--- src/rtl/mips_pkg.sv ---
// Shared MIPS encoding constants: opcodes, funct codes, encoder kind codes and word-format helpers.
// Pure declarations: no latency, no backpressure.
package mips_pkg;

    localparam logic [5:0] OP_RTYPE = 6'b000000;
    localparam logic [5:0] OP_LW    = 6'b100011;
    localparam logic [5:0] OP_SW    = 6'b101011;
    localparam logic [5:0] OP_BEQ   = 6'b000100;
    localparam logic [5:0] OP_J     = 6'b000010;
    localparam logic [5:0] OP_JAL   = 6'b000011;
    localparam logic [5:0] OP_ADDI  = 6'b001000;

    localparam logic [5:0] F_JR     = 6'b001000;
    localparam logic [5:0] F_ADD    = 6'b100000;

    localparam logic [4:0] SP_REG   = 5'd29;

    typedef enum logic [3:0] {
        K_RTYPE = 4'd0,
        K_LW    = 4'd1,
        K_SW    = 4'd2,
        K_BEQ   = 4'd3,
        K_J     = 4'd4,
        K_JAL   = 4'd5,
        K_ADDI  = 4'd6,
        K_JR    = 4'd7,
        K_NOP   = 4'd8,
        K_PUSH  = 4'd9,
        K_POP   = 4'd10
    } kind_e;

    typedef enum logic {
        ST_IDLE   = 1'b0,
        ST_SECOND = 1'b1
    } enc_state_e;

    function automatic logic [31:0] fmt_r(input logic [4:0] rs, input logic [4:0] rt,
                                          input logic [4:0] rd, input logic [5:0] funct);
        return {OP_RTYPE, rs, rt, rd, 5'd0, funct};
    endfunction

    function automatic logic [31:0] fmt_i(input logic [5:0] op, input logic [4:0] rs,
                                          input logic [4:0] rt, input logic [15:0] imm);
        return {op, rs, rt, imm};
    endfunction

    function automatic logic [31:0] fmt_j(input logic [5:0] op, input logic [25:0] target);
        return {op, target};
    endfunction

endpackage

--- src/rtl/instr_word_fmt.sv ---
// Maps a decoded descriptor to its machine word(s); PUSH/POP expand to two words.
// Combinational, zero latency, no backpressure.
module instr_word_fmt
    import mips_pkg::*;
(
    input  logic [3:0]  i_kind,
    input  logic [4:0]  i_rs,
    input  logic [4:0]  i_rt,
    input  logic [4:0]  i_rd,
    input  logic [5:0]  i_funct,
    input  logic [15:0] i_imm,
    input  logic [25:0] i_target,
    output logic [31:0] o_word0,
    output logic [31:0] o_word1,
    output logic        o_two_words,
    output logic        o_illegal
);

    always_comb begin
        o_word0     = 32'h0;
        o_word1     = 32'h0;
        o_two_words = 1'b0;
        o_illegal   = 1'b0;
        case (i_kind)
            K_RTYPE: o_word0 = fmt_r(i_rs, i_rt, i_rd, i_funct);
            K_LW:    o_word0 = fmt_i(OP_LW,   i_rs, i_rt, i_imm);
            K_SW:    o_word0 = fmt_i(OP_SW,   i_rs, i_rt, i_imm);
            K_BEQ:   o_word0 = fmt_i(OP_BEQ,  i_rs, i_rt, i_imm);
            K_J:     o_word0 = fmt_j(OP_J,    i_target);
            K_JAL:   o_word0 = fmt_j(OP_JAL,  i_target);
            K_ADDI:  o_word0 = fmt_i(OP_ADDI, i_rs, i_rt, i_imm);
            K_JR:    o_word0 = fmt_r(i_rs, 5'd0, 5'd0, F_JR);
            K_NOP:   o_word0 = 32'h0;
            // Stack grows down by one word; the store/load uses offset 0 from the adjusted SP.
            K_PUSH: begin
                o_word0     = fmt_i(OP_ADDI, SP_REG, SP_REG, 16'hFFFC);
                o_word1     = fmt_i(OP_SW,   SP_REG, i_rt,   16'h0000);
                o_two_words = 1'b1;
            end
            K_POP: begin
                o_word0     = fmt_i(OP_LW,   SP_REG, i_rt,   16'h0000);
                o_word1     = fmt_i(OP_ADDI, SP_REG, SP_REG, 16'h0004);
                o_two_words = 1'b1;
            end
            default: o_illegal = 1'b1;
        endcase
    end

endmodule

--- src/rtl/instr_encoder.sv ---
// Sequential MIPS encoder: packs descriptors into words written to consecutive imem addresses.
// Word0 registered one edge after accept, word1 (PUSH/POP) the edge after; in_ready low in SECOND, when full, in clear/reset.
module instr_encoder
    import mips_pkg::*;
#(
    parameter int ADDR_W = 8
) (
    input  logic              clk,
    input  logic              rst_n,
    input  logic              clear,
    input  logic              in_valid,
    output logic              in_ready,
    input  logic [3:0]        in_kind,
    input  logic [4:0]        in_rs,
    input  logic [4:0]        in_rt,
    input  logic [4:0]        in_rd,
    input  logic [5:0]        in_funct,
    input  logic [15:0]       in_imm,
    input  logic [25:0]       in_target,
    output logic              imem_we,
    output logic [ADDR_W-1:0] imem_addr,
    output logic [31:0]       imem_wdata,
    output logic [ADDR_W:0]   count,
    output logic              full,
    output logic              err
);

    localparam logic [ADDR_W:0] L_DEPTH = {1'b1, {ADDR_W{1'b0}}};
    localparam logic [ADDR_W:0] L_LAST  = {1'b0, {ADDR_W{1'b1}}};
    localparam logic [ADDR_W:0] L_ONE   = {{ADDR_W{1'b0}}, 1'b1};

    enc_state_e        r_state;
    enc_state_e        w_nxt_state;
    logic              r_we;
    logic [ADDR_W-1:0] r_addr;
    logic [31:0]       r_wdata;
    logic [ADDR_W:0]   r_count;
    logic              r_err;
    logic [31:0]       r_word1;

    logic              w_nxt_we;
    logic [ADDR_W-1:0] w_nxt_addr;
    logic [31:0]       w_nxt_wdata;
    logic [ADDR_W:0]   w_nxt_count;
    logic              w_nxt_err;
    logic [31:0]       w_nxt_word1;

    logic [31:0]       w_word0;
    logic [31:0]       w_word1;
    logic              w_two_words;
    logic              w_illegal;
    logic              w_full;
    logic              w_acc;

    instr_word_fmt u_fmt (
        .i_kind      (in_kind),
        .i_rs        (in_rs),
        .i_rt        (in_rt),
        .i_rd        (in_rd),
        .i_funct     (in_funct),
        .i_imm       (in_imm),
        .i_target    (in_target),
        .o_word0     (w_word0),
        .o_word1     (w_word1),
        .o_two_words (w_two_words),
        .o_illegal   (w_illegal)
    );

    assign w_full   = (r_count == L_DEPTH);
    assign in_ready = (r_state == ST_IDLE) && !w_full && !clear && rst_n;
    assign w_acc    = in_valid && in_ready;

    always_ff @(posedge clk) begin
        if (!rst_n || clear) begin
            r_state <= ST_IDLE;
        end else begin
            r_state <= w_nxt_state;
        end
    end

    always_comb begin
        w_nxt_state = r_state;
        w_nxt_we    = 1'b0;
        w_nxt_addr  = r_addr;
        w_nxt_wdata = r_wdata;
        w_nxt_count = r_count;
        w_nxt_err   = r_err;
        w_nxt_word1 = r_word1;
        case (r_state)
            ST_IDLE: begin
                if (w_acc) begin
                    // A two-word op must fit entirely or not be written at all.
                    if (w_illegal || (w_two_words && r_count == L_LAST)) begin
                        w_nxt_err = 1'b1;
                    end else begin
                        w_nxt_we    = 1'b1;
                        w_nxt_addr  = r_count[ADDR_W-1:0];
                        w_nxt_wdata = w_word0;
                        w_nxt_count = r_count + L_ONE;
                        if (w_two_words) begin
                            w_nxt_state = ST_SECOND;
                            w_nxt_word1 = w_word1;
                        end
                    end
                end
            end
            ST_SECOND: begin
                w_nxt_we    = 1'b1;
                w_nxt_addr  = r_count[ADDR_W-1:0];
                w_nxt_wdata = r_word1;
                w_nxt_count = r_count + L_ONE;
                w_nxt_state = ST_IDLE;
            end
            default: w_nxt_state = ST_IDLE;
        endcase
    end

    always_ff @(posedge clk) begin
        if (!rst_n) begin
            r_we    <= 1'b0;
            r_addr  <= '0;
            r_wdata <= 32'h0;
            r_count <= '0;
            r_err   <= 1'b0;
            r_word1 <= 32'h0;
        end else if (clear) begin
            r_we    <= 1'b0;
            r_count <= '0;
            r_err   <= 1'b0;
        end else begin
            r_we    <= w_nxt_we;
            r_addr  <= w_nxt_addr;
            r_wdata <= w_nxt_wdata;
            r_count <= w_nxt_count;
            r_err   <= w_nxt_err;
            r_word1 <= w_nxt_word1;
        end
    end

    assign imem_we    = r_we;
    assign imem_addr  = r_addr;
    assign imem_wdata = r_wdata;
    assign count      = r_count;
    assign full       = w_full;
    assign err        = r_err;

endmodule

--- config.mk ---
export PLATFORM = sky130hd
export DESIGN_NAME = instr_encoder
export DESIGN_NICKNAME = d
export VERILOG_FILES = /design/src/rtl/mips_pkg.sv /design/src/rtl/instr_word_fmt.sv /design/src/rtl/instr_encoder.sv
export SDC_FILE = /design/constraint.sdc
export NUM_CORES = 1
export LEC_CHECK = 0
export ABC_CLOCK_PERIOD_IN_PS = 5500
export CAP_MARGIN = 20
export CORE_ASPECT_RATIO = 0.9
export CORE_MARGIN = 4
export CORE_UTILIZATION = 65
export CTS_CLUSTER_DIAMETER = 200
export DETAILED_ROUTE_END_ITERATION = 12
export DONT_BUFFER_PORTS = 1
export GPL_TIMING_DRIVEN = 0
export PLACE_DENSITY = 0.81
export SLEW_MARGIN = 40
export SYNTH_ARGS = -nofsm -noshare
export SYNTH_HDL_FRONTEND = slang
export SYNTH_SLANG_ARGS = --single-unit
--- constraint.sdc ---
create_clock -name clk -period 5.5 [get_ports clk]
set_clock_uncertainty 0.15 [all_clocks]
set_input_delay 1.1 -clock clk [delete_from_list [all_inputs] [get_ports clk]]
set_output_delay 1.1 -clock clk [all_outputs]
set_load 0.02 [all_outputs]
==> out/qor.txt <==
IO Pins -> 124
post-synth top area cell -> dfxtp_1
maximum fanout along the worst path -> 7
post-synth net total -> 447
IO Port Bufs -> 0
Slew Limit Headroom -> 0.446
die height -> 74.6 um
Post-CTS Setup Inserts -> 0
R2R setup slack -> 2650 ps
CTS resizes -> 0
reg-to-reg startpoint -> count[3]
FF-to-FF path depth -> 10
Layout Area Growth over Synthesis -> 9.61%
register area share after synthesis -> 0.369
Die X -> 82.0 um
critical path type -> register to primary output
clock buffer depth -> 2
multi-input combinational cell area -> 1810 um2
worst hold start -> r_word1[17]
total negative setup slack -> 0 ps
worst min-delay path endpoint -> r_word1[17]
Worst Path Arrival -> 2230 ps
Clock transition at path regs -> 70 ps
RR Endpoint -> r_word1[19]
total CTS buffers -> 9
Overflow after GRT -> 0
CTS tree -> yes
WL final -> 9260 um
initial core utilization -> 0.696
RSZ-0062 raised after global routing -> false
commonest register cell after synthesis -> dfxtp_1
Req. time, crit path -> 4250 ps
syn_area_per_cell -> 8.59 um2
Worst IR Drop VDD -> 0.240 mV
Yosys top cell area share -> 0.369
Fin. Hold Viols -> 0
Tot GR Track Use -> 0.321
Ant. Diodes -> 0
cells after synthesis -> 373
antenna viol nets, final -> 0
global-route wire length before repair -> 14700 um
vias in the first global route -> 2829
number of synthesized flops with an enable pin -> 0
Tmin final -> 3480 ps
# hold bufs at CTS -> 0
failing checks -> design-rule violations
Slew Limit Fails -> 0
drt pass-1 iters -> 10
synthesized flop and latch total -> 59
Hold WC Path Type -> register to register
Cell Rows -> 23
Finish-stage setup viols -> 0
power density cells -> 285 nW/um2
DR iter-0 viols -> 377
most common cell in the synthesized netlist -> dfxtp_1
clock root buffer -> clkbuf_8
# DRC -> 2
Final Cycle Share -> 0.633
CP Capture Type -> primary output
Die ar. -> 6120 um2
share of cells above drive strength 1 -> 0.139
total design power -> 1.00 mW
WHS Path Cells -> 2
CP max stage cell -> dfxtp_1
Synth Cell Area -> 3200 um2
clk_lat worst skew -> 360 ps
Filler cells -> 341
worst-margin pin slew -> 825 ps
Synth top cells by count -> dfxtp_1 (59), nand2_1 (33), nor2_1 (31)
synth warn -> 0
asr flop ratio synth -> 0
register area -> 1180 um2
Final #Nets -> 458
worst path cell trace -> inv_1 > ha_1 > nand4bb_1 > nor2_1 > nor3_1
htree depth -> 3
DR vias/cell -> 6.75
vias -> 3045
Max Cap Violations -> 0
outcome -> finished with violations
HPWL after DPL -> 6750 um
CP peak stage delay -> 620 ps
DR WL/cell -> 20.5 um
Core Area -> 4600 um2
clock sink count -> 59
routability congestion estimate -> 0.990
leakage power -> 1.25 nW
FMAX -> 287 MHz
Worst setup SP type -> register
largest net degree at the start of global routing -> 13
post-synthesis cell type count -> 62
top cells by area, synth -> dfxtp_1 (37%), nand3_1 (4.7%), nand2_1 (3.9%)
initial antenna violation count -> 0
## critical path, delay by kind of cell, from the launching register on
kind | cells | cell delay, ps
fa+ha+maj | 1 | 210
buf+inv | 1 | 90
flops | 1 | 620
simple gates | 3 | 960
## routing by layer
layer / track usage / part of all wire
met4: 0.0886 / 0.015
met1: 0.414 / 0.40
met2: 0.491 / 0.45
met3: 0.138 / 0.13
met5: 0 / 0
## power breakdown
part	leakage, nW	switching [mW]	internal (mW)
Clock	0.102	0.197	0.258
Sequential	0.476	0.00928	0.432
Combinational	0.675	0.0678	0.0378
Total	1.25	0.274	0.727
## state kept, by name, summed over array words and instances (netlist names)
name and count:
r_state 1, count 9, imem_we 1, err 1, imem_wdata 31, imem_addr 8, r_word1 8
## area by class of cell
cell class	count	area share
clock buffers	9	0.0353
plain buffers	29	0.0513
inverters	11	0.0118
multi-input cells	274	0.515
clock inverters	7	0.0285
well taps	62	0.0221
flip-flops and latches	59	0.336
## how the worst max path moves through the flow
stage,from,endpoint,slack [ps],cells after the start
after floorplan,rst_n,in_ready,2360,3
after global placement,rst_n,in_ready,2100,3
after detailed placement,rst_n,in_ready,2080,3
after CTS,count[0],in_ready,1990,5
after global routing,count[0],in_ready,1910,5
final,count[0],in_ready,2020,5
## layout by cell type (no fill, tap or decap), drive strengths merged, types with 7 or more instances in the layout
| cell type | count |
|---|---|
| nor2 | 31 |
| a22o | 13 |
| a221oi | 9 |
| a211oi | 7 |
| nand3 | 30 |
| buf | 13 |
| o21ai | 13 |
| clkbuf | 25 |
| nand2 | 40 |
| dfxtp | 59 |
| a21oi | 24 |
| inv | 11 |
## metrics by stage
stage | utilization | cell area, um2 | hold WS, ps | setup WS, ps | instances
after detailed placement | 0.714 | 3290 | 304 | 2080 | 435
final | 0.763 | 3510 | 315 | 2020 | 451
after floorplan | - | 3200 | 287 | 2360 | 373
after global placement | 0.713 | 3280 | 298 | 2100 | 435
after CTS | 0.763 | 3510 | 313 | 1990 | 451
after global routing | 0.763 | 3510 | 338 | 1910 | 451
## logic make-up after synthesis
| logic type | share of synthesized area |
|---|---|
| flip-flops | 0.369 |
| AND/OR/NAND/NOR | 0.197 |
| multiplexers | 0.0188 |
| buffers and inverters | 0.0691 |
| other | 0.00117 |
| adder cells (fa/ha/maj) | 0.0148 |
| XOR/XNOR | 0.0191 |
| AO/OA/AOI/OAI | 0.311 |
Power figures use the tool's default switching activity.
